### src/rtl/aes_usb_pkg.sv
// Shared definitions for the AES <-> USB byte/block datapath.
// Holds the block geometry and byte-order helpers used by both the
// byte-to-block extractor and the block-to-byte inserter.
package aes_usb_pkg;

  localparam int BLOCK_BYTES = 16;
  localparam int BYTE_W      = 8;
  localparam int BLOCK_W     = BLOCK_BYTES * BYTE_W;

  typedef enum logic [1:0] {
    IDLE = 2'd0,
    SEND = 2'd1,
    DONE = 2'd2
  } insert_state_t;

  // Byte n of a block lives at the MSB end: byte 0 = blk[BLOCK_W-1 -: BYTE_W].
  function automatic logic [BYTE_W-1:0] block_byte(input logic [BLOCK_W-1:0] blk,
                                                    input int unsigned n);
    block_byte = blk[BLOCK_W-1-n*BYTE_W -: BYTE_W];
  endfunction

endpackage

### src/rtl/block_shift_reg.sv
// Block-wide shift register: parallel load, shift left by one byte, zero fill.
// Ports: clk/n_rst (async active-low), clr_i (sync clear), load_i + data_i
// (parallel load), shift_i (shift one byte), top_byte_o (current MSB byte).
module block_shift_reg #(
  parameter  int NUM_BYTES = 16,
  parameter  int DATA_W    = 8,
  localparam int BLK_W     = NUM_BYTES * DATA_W
) (
  input  logic              clk,
  input  logic              n_rst,
  input  logic              clr_i,
  input  logic              load_i,
  input  logic              shift_i,
  input  logic [BLK_W-1:0]  data_i,
  output logic [DATA_W-1:0] top_byte_o
);

  logic [BLK_W-1:0] shreg_q, shreg_d;

  // Clear wins over load, load wins over shift.
  always_comb begin
    shreg_d = shreg_q;
    if (clr_i) begin
      shreg_d = '0;
    end else if (load_i) begin
      shreg_d = data_i;
    end else if (shift_i) begin
      shreg_d = {shreg_q[BLK_W-DATA_W-1:0], {DATA_W{1'b0}}};
    end
  end

  always_ff @(posedge clk or negedge n_rst) begin
    if (!n_rst) begin
      shreg_q <= '0;
    end else begin
      shreg_q <= shreg_d;
    end
  end

  assign top_byte_o = shreg_q[BLK_W-1 -: DATA_W];

endmodule

### src/rtl/insert_fifo.sv
// Serializes one 128-bit ciphertext block MSB byte first into the outbound byte FIFO.
// Ports: clk/n_rst, clear (sync flush), block_valid/block_in/block_ready (block
// handshake), fifo_full/push/data_out (FIFO write side), busy, done (1-cycle pulse).
module insert_fifo
  import aes_usb_pkg::*;
#(
  parameter  int NUM_BYTES = BLOCK_BYTES,
  parameter  int DATA_W    = BYTE_W,
  localparam int BLK_W     = NUM_BYTES * DATA_W,
  localparam int CNT_W     = $clog2(NUM_BYTES)
) (
  input  logic              clk,
  input  logic              n_rst,
  input  logic              clear,
  input  logic              block_valid,
  input  logic [BLK_W-1:0]  block_in,
  output logic              block_ready,
  input  logic              fifo_full,
  output logic              push,
  output logic [DATA_W-1:0] data_out,
  output logic              busy,
  output logic              done
);

  insert_state_t    state_q, state_d;
  logic [CNT_W-1:0] cnt_q, cnt_d;
  logic             load, shift;

  block_shift_reg #(
    .NUM_BYTES (NUM_BYTES),
    .DATA_W    (DATA_W)
  ) u_shreg (
    .clk        (clk),
    .n_rst      (n_rst),
    .clr_i      (clear),
    .load_i     (load),
    .shift_i    (shift),
    .data_i     (block_in),
    .top_byte_o (data_out)
  );

  // Zero-cycle response to fifo_full and clear; everything else is registered.
  assign push        = (state_q == SEND) && !fifo_full && !clear;
  assign block_ready = (state_q == IDLE);
  assign busy        = (state_q == SEND);
  assign done        = (state_q == DONE);

  always_comb begin
    state_d = state_q;
    cnt_d   = cnt_q;
    load    = 1'b0;
    shift   = 1'b0;
    if (clear) begin
      // Flush dominates; the shift register clears itself on the same input.
      state_d = IDLE;
      cnt_d   = '0;
    end else begin
      unique case (state_q)
        IDLE: begin
          if (block_valid) begin
            load    = 1'b1;
            cnt_d   = '0;
            state_d = SEND;
          end
        end
        SEND: begin
          if (push) begin
            shift = 1'b1;
            if (cnt_q == CNT_W'(NUM_BYTES - 1)) begin
              cnt_d   = '0;
              state_d = DONE;
            end else begin
              cnt_d = cnt_q + CNT_W'(1);
            end
          end
        end
        DONE:    state_d = IDLE;
        default: state_d = IDLE;
      endcase
    end
  end

  always_ff @(posedge clk or negedge n_rst) begin
    if (!n_rst) begin
      state_q <= IDLE;
      cnt_q   <= '0;
    end else begin
      state_q <= state_d;
      cnt_q   <= cnt_d;
    end
  end

endmodule

### config.mk
export PLATFORM = sky130hd
export DESIGN_NAME = insert_fifo
export DESIGN_NICKNAME = d
export VERILOG_FILES = /design/src/rtl/aes_usb_pkg.sv /design/src/rtl/block_shift_reg.sv /design/src/rtl/insert_fifo.sv
export SDC_FILE = /design/constraint.sdc
export NUM_CORES = 1
export LEC_CHECK = 0
export ABC_AREA = 1
export CELL_PAD_IN_SITES_DETAIL_PLACEMENT = 1
export CELL_PAD_IN_SITES_GLOBAL_PLACEMENT = 1
export CORE_ASPECT_RATIO = 1.5
export CORE_UTILIZATION = 39
export CTS_CLUSTER_DIAMETER = 50
export DETAILED_ROUTE_END_ITERATION = 6
export GPL_TIMING_DRIVEN = 0
export HOLD_SLACK_MARGIN = 0.06
export PLACE_DENSITY = 0.87
export SYNTH_ARGS = -nofsm -noshare
export SYNTH_HDL_FRONTEND = slang
export SYNTH_SLANG_ARGS = --single-unit
### constraint.sdc
create_clock -name clk -period 1.85 [get_ports clk]
set_input_delay 0.37 -clock clk [delete_from_list [all_inputs] [get_ports clk]]
set_output_delay 0.37 -clock clk [all_outputs]
set_load 0.03 [all_outputs]
### Word level (Yosys, flattened, before mapping)

Index checks and enable logic that the tools add are counted.

* bits in registers: 134
* bits in latches: 0
* RAM bits: 0
* ROM bits: 0
* bits of input ports: 133
* output and inout port bits: 12
* word-level logic and storage cells: 38
* memories: 0

* add/subtract/negate cells: 1
* multipliers: 0
* divide/modulo/power cells: 0
* magnitude comparators: 0
* equality and inequality tests: 6
* shifts and indexed selects: 0
* mux-type cells: 19
* bitwise gates (word level): 0
* reduce and logical (&&, ||, !) cells: 9

Operators by type and width (count)
* 128-bit 2-to-1 mux: 3
* 4-bit 2-to-1 mux: 4
* 2-bit 2-to-1 mux: 4
* 4-bit one-hot mux with 2 select lines: 1
* 1-bit 2-to-1 mux: 6
* 3-bit inequality test, second input constant: 2
* 3-bit AND reduction: 2
* 3-bit nonzero test: 2
* 4-bit by 1-bit adder with 4-bit output, second input constant: 1
* 4-bit equality test, second input constant: 1
* 2-bit one-hot mux with 2 select lines: 1
* 3-bit by 2-bit inequality test with 1-bit output, second input constant: 1
* 2-bit by 1-bit equality test with 1-bit output, second input constant: 1
* 2-bit equality test, second input constant: 1
* 1-bit logical AND: 2
* 1-bit zero test: 2
* 2-bit zero test: 1

### Longest topological paths before layout

* depth after elaboration: 9
* mapped depth: 9
* gate-level depth less buffers: 7

### Hierarchy

Synthesis repeated with hierarchy kept, for this count alone.

* cells, all modules: 982
* area, all modules: 6693.9 um2

Modules (own cells, without submodules)
* block_shift_reg: times used 1, cells an instance 932, area an instance 6322.3 um2, sequential area each 3203.1 um2
* insert_fifo: times used 1, cells an instance 50, area an instance 371.6 um2, sequential area each 150.1 um2

### Worst setup path after synthesis

Ideal clock, no wire load.

* kind: register -> output
* start point: register state_q[0]
* end point: output push
* data arrival time: 1342 ps
* required time: 1480 ps
* slack: 138 ps
* cell stages (with the launch flop): 5
* buffers on the path: 0
* path through: dfrtp_1 -> inv_2 -> nor2_4 -> nand2_4 -> nor2_1

* word-level cells in the longest chain between the ends: 3

RTL lines
* start: declaration: line insert_fifo.sv:25 `insert_state_t state_q, state_d;`
* start signal: assignment: line insert_fifo.sv:88 `state_q <= state_d;`
* 2-bit by 1-bit equality test with 1-bit output
* named net busy: line insert_fifo.sv:21 `output logic busy,`
* 1-bit logical AND (2 in series): line insert_fifo.sv:43 `assign push = (state_q == SEND) && !fifo_full && !clear;`
* end: declaration: line insert_fifo.sv:19 `output logic push,`

The timed path passes the listed nets, and every way through them passes these cells.

### Worst setup path in the final report

* start point: input fifo_full
* end point: output push

* word-level cells in the longest chain between the ends: 3

RTL lines
* start: declaration: line insert_fifo.sv:18 `input logic fifo_full,`
* 1-bit zero test: line insert_fifo.sv:43
* 1-bit logical AND (2 in series): line insert_fifo.sv:43

Every way passes these cells.

==> results.json <==
{
  "status": "finished, final reports clean",
  "ir_drop_mv": 0.6892,
  "finalSetupViolCount": 0,
  "drt-vias-per-instance": 5.184,
  "final_period_minus_worst_setup_slack_ns": 1.828,
  "mostFrequentLayoutCell": "sky130_fd_sc_hd__nand2_1",
  "rrSetupSlack_ns": 0.22,
  "p_comb_share_pct": 21.4,
  "layout.nets": 1326,
  "r2r_end": "u_shreg.shreg_q[18]",
  "fin_worst_skew_ns": 0.01067,
  "critical_path.reg2reg.startpoint": "state_q[1]",
  "cts_tree": "built",
  "worst_pin_slew_ns": 0.6279,
  "initial_utilization_pct": 39.55,
  "via_count": 7616,
  "areaGrowthSynthToFinish_pct": 31.15,
  "area_of_the_multi_input_gates_mm2": 0.003771,
  "timing.final.crit_share_pct": 98.82,
  "portBuffers": 144,
  "endpoint_kind": "primary output",
  "number_of_buffers_created_by_cts": 17,
  "cell_by_cell_listing_of_the_critical_path": "clkdlybuf4s50_1 > inv_2 > nand2_4 > nor2_4 > buf_6",
  "max_freq_ghz": 0.5470,
  "max_cap_viol_count": 0,
  "post-route-drc-count": 0,
  "netlist_area_mm2": 0.008045,
  "layout.area.seq_mm2": 0.003356,
  "antenna_found_initial": 0,
  "cell_with_the_largest_stage_delay_on_the_worst_path": "sky130_fd_sc_hd__clkdlybuf4s50_1",
  "final_report_hold_violation_count": 0,
  "io-pin-count": 145,
  "rows": 64,
  "chipHeight_um": 177.9,
  "rsz_0062_raised_after_global_routing": "true",
  "worstRegToRegCells": 8,
  "wl_per_cell_um": 17.36,
  "final_slew_viol_count": 0,
  "yosys.cell_types.count": 20,
  "reported_net_switching_power_mw": 2.699,
  "leakage_component_of_the_power_nw": 5.321,
  "internal-power_mw": 6.374,
  "drtPass1Iterations": 5,
  "grt_max_degree": 88,
  "grt_first_pass_wirelength_um": 41140,
  "max-clock-path-buffers": 2,
  "synthesis.area_per_instance_um2": 7.864,
  "cp_data_required_time_ns": 1.48,
  "seq_area_frac_synth_pct": 41.68,
  "hp-class": "in -> async",
  "syn_nets": 1157,
  "clock_latency_on_the_worst_skew_pair_ns": 0.43,
  "antenna_left": 0,
  "netSwitchingFraction_pct": 29.75,
  "drt_first_iter_violations": 417,
  "crit_path_start_kind": "primary input",
  "timing.critical_path.arrival_ns": 1.46,
  "worst-setup-path-type": "in -> out",
  "globalRouteOverflowTotal": 0,
  "highest_cell_delay_on_the_worst_timing_path_ns": 0.44,
  "layout-drive-gt1-share_pct": 19.25,
  "fp.coreArea_mm2": 0.02034,
  "power.sequential.fraction_pct": 36.8,
  "yosys_warnings": 0,
  "routed_wirelength_um": 25500,
  "clock_tree_sinks": 134,
  "power.density_cell_area_mw_per_mm2": 859.9,
  "track_usage_pct": 24.94,
  "timing.setup.tns_ns": 0,
  "htree_levels": 4,
  "postSynthCellCount": 1023,
  "synth_seq_cells": 134,
  "worst-path-max-fanout": 8,
  "layout.filler_cells": 2458,
  "clk_root_buffer_cell": "sky130_fd_sc_hd__clkbuf_16",
  "holdWs_ns": 0.4599,
  "fp.dieW_um": 119.3,
  "share_clk_of_total_power_pct": 41.8,
  "mostFrequentLayoutCells": "sky130_fd_sc_hd__nand2_1, sky130_fd_sc_hd__dfrtp_1, sky130_fd_sc_hd__clkdlybuf4s50_1",
  "dpl.hpwl_um": 18560,
  "clock_transition_at_the_register_clock_pins_on_the_worst_setup_and_hold_paths_after_cts_ns": 0.06,
  "antenna-diode-count": 0,
  "slew_headroom_pct": 58.14,
  "grt_pass1_vias": 8202,
  "die_area_mm2": 0.02122,
  "gp_congestion": 0.8605
}
==> Yosys cell counts <==
cell | number | area, um^2
sky130_fd_sc_hd__dfrtp_1 | 134 | 3353
sky130_fd_sc_hd__inv_1 | 73 | 274.0
sky130_fd_sc_hd__ha_1 | 1 | 12.51
sky130_fd_sc_hd__nor2_4 | 2 | 22.52
sky130_fd_sc_hd__nand4_1 | 121 | 757.0
sky130_fd_sc_hd__nor2_1 | 7 | 26.28
sky130_fd_sc_hd__nand3_1 | 90 | 450.4
sky130_fd_sc_hd__buf_4 | 30 | 225.2
sky130_fd_sc_hd__buf_8 | 1 | 15.01
sky130_fd_sc_hd__nand2_2 | 2 | 12.51
sky130_fd_sc_hd__nand2_4 | 1 | 11.26
sky130_fd_sc_hd__buf_2 | 31 | 155.2
sky130_fd_sc_hd__o21ai_0 | 3 | 15.01
sky130_fd_sc_hd__o21ai_1 | 6 | 30.03
sky130_fd_sc_hd__nand3_2 | 101 | 1011
sky130_fd_sc_hd__nand2_1 | 377 | 1415
sky130_fd_sc_hd__inv_2 | 5 | 18.77
sky130_fd_sc_hd__buf_6 | 13 | 146.4
sky130_fd_sc_hd__clkbuf_1 | 17 | 63.81
sky130_fd_sc_hd__buf_1 | 8 | 30.03
==> how the worst max path moves through the flow <==
| stage | startpoint | slack [ns] | cells past startpoint | to |
|---|---|---|---|---|
| finish | fifo_full | 0.02 | 5 | push |
| global route | state_q[0] | -0.03 | 5 | push |
| CTS | state_q[1] | -0.09 | 4 | push |
| detailed placement | fifo_full | -0.85 | 5 | push |
| global placement | n_rst | -5.21 | 1 | u_shreg.shreg_q[78] |
| floorplan | state_q[0] | 0.14 | 4 | push |
==> critical path, delay by kind of cell <==
kind / cells / cell delay, ns
buffers and inverters: 3 / 0.79
AND/OR/NAND/NOR: 2 / 0.29
==> per-layer routing <==
layer	vias up	wire length, um	track usage, %
met5	-	0	0
met4	0	932	11.60
met3	54	917	4.242
met2	177	13840	47.09
met1	3687	9810	26.71
li1	3698	-	-
==> cells by family (layout without fill, tap and decap cells) <==
kind of cell / count (synthesis) / in the layout / synth area share [%]
and+or+nand+nor: 701 / 701 / 46.07
buffers and inverters: 178 / 360 / 11.54
adders and majority gates: 1 / 1 / 0.1555
DFF: 134 / 134 / 41.68
AOI/OAI and AO/OA: 9 / 9 / 0.5598
==> cell type report <==
cell class                 instances  area share [%]
clock buffer                      20           4.328
clock inverter                    12           1.897
sequential                       134           31.80
tap                              264           3.131
buffer                            99           6.143
timing repair buffer             151           14.18
inverter                          78           2.775
multi-input combinational        711           35.74
==> flip-flops by register name (all words and copies together), names as in the netlist <==
register	cells
state_q	2
u_shreg.shreg_q	128
cnt_q	4
==> through the flow <==
stage / worst slack, ns / instance area (um^2) / cells / power, mW / utilization, %
3_3_place_gp: -5.207 / 9817 / 1431 / 5.231 / 48.27
3_5_place_dp: -0.8456 / 9846 / 1432 / 5.303 / 48.41
4_1_cts: -0.09342 / 10510 / 1464 / 9.124 / 51.65
5_1_grt: -0.03409 / 10550 / 1469 / 9.436 / 51.88
2_1_floorplan: 0.1382 / 8045 / 1023 / 4.491 / -
6_report: 0.02174 / 10550 / 1469 / 9.073 / 51.88
==> power by group through the flow <==
stage          Combinational, mW  Clock [mW]  Sequential, mW
2_1_floorplan               1.16           0            3.34
3_3_place_gp                1.86           0            3.37
3_5_place_dp                1.92           0            3.38
4_1_cts                     1.94        3.84            3.34
5_1_grt                     2.13        3.94            3.36
6_report                    1.94        3.79            3.34
==> what timing repair did <==
action,4_1_cts,5_1_grt
hold endpoints to repair,47,0
setup buffers,0,5
gates cloned,0,0
pin swaps,0,2
gates resized for setup,33,8
hold buffers,1,0
setup endpoints to repair,12,13
Note: power is estimated with default switching activity, not from simulation.
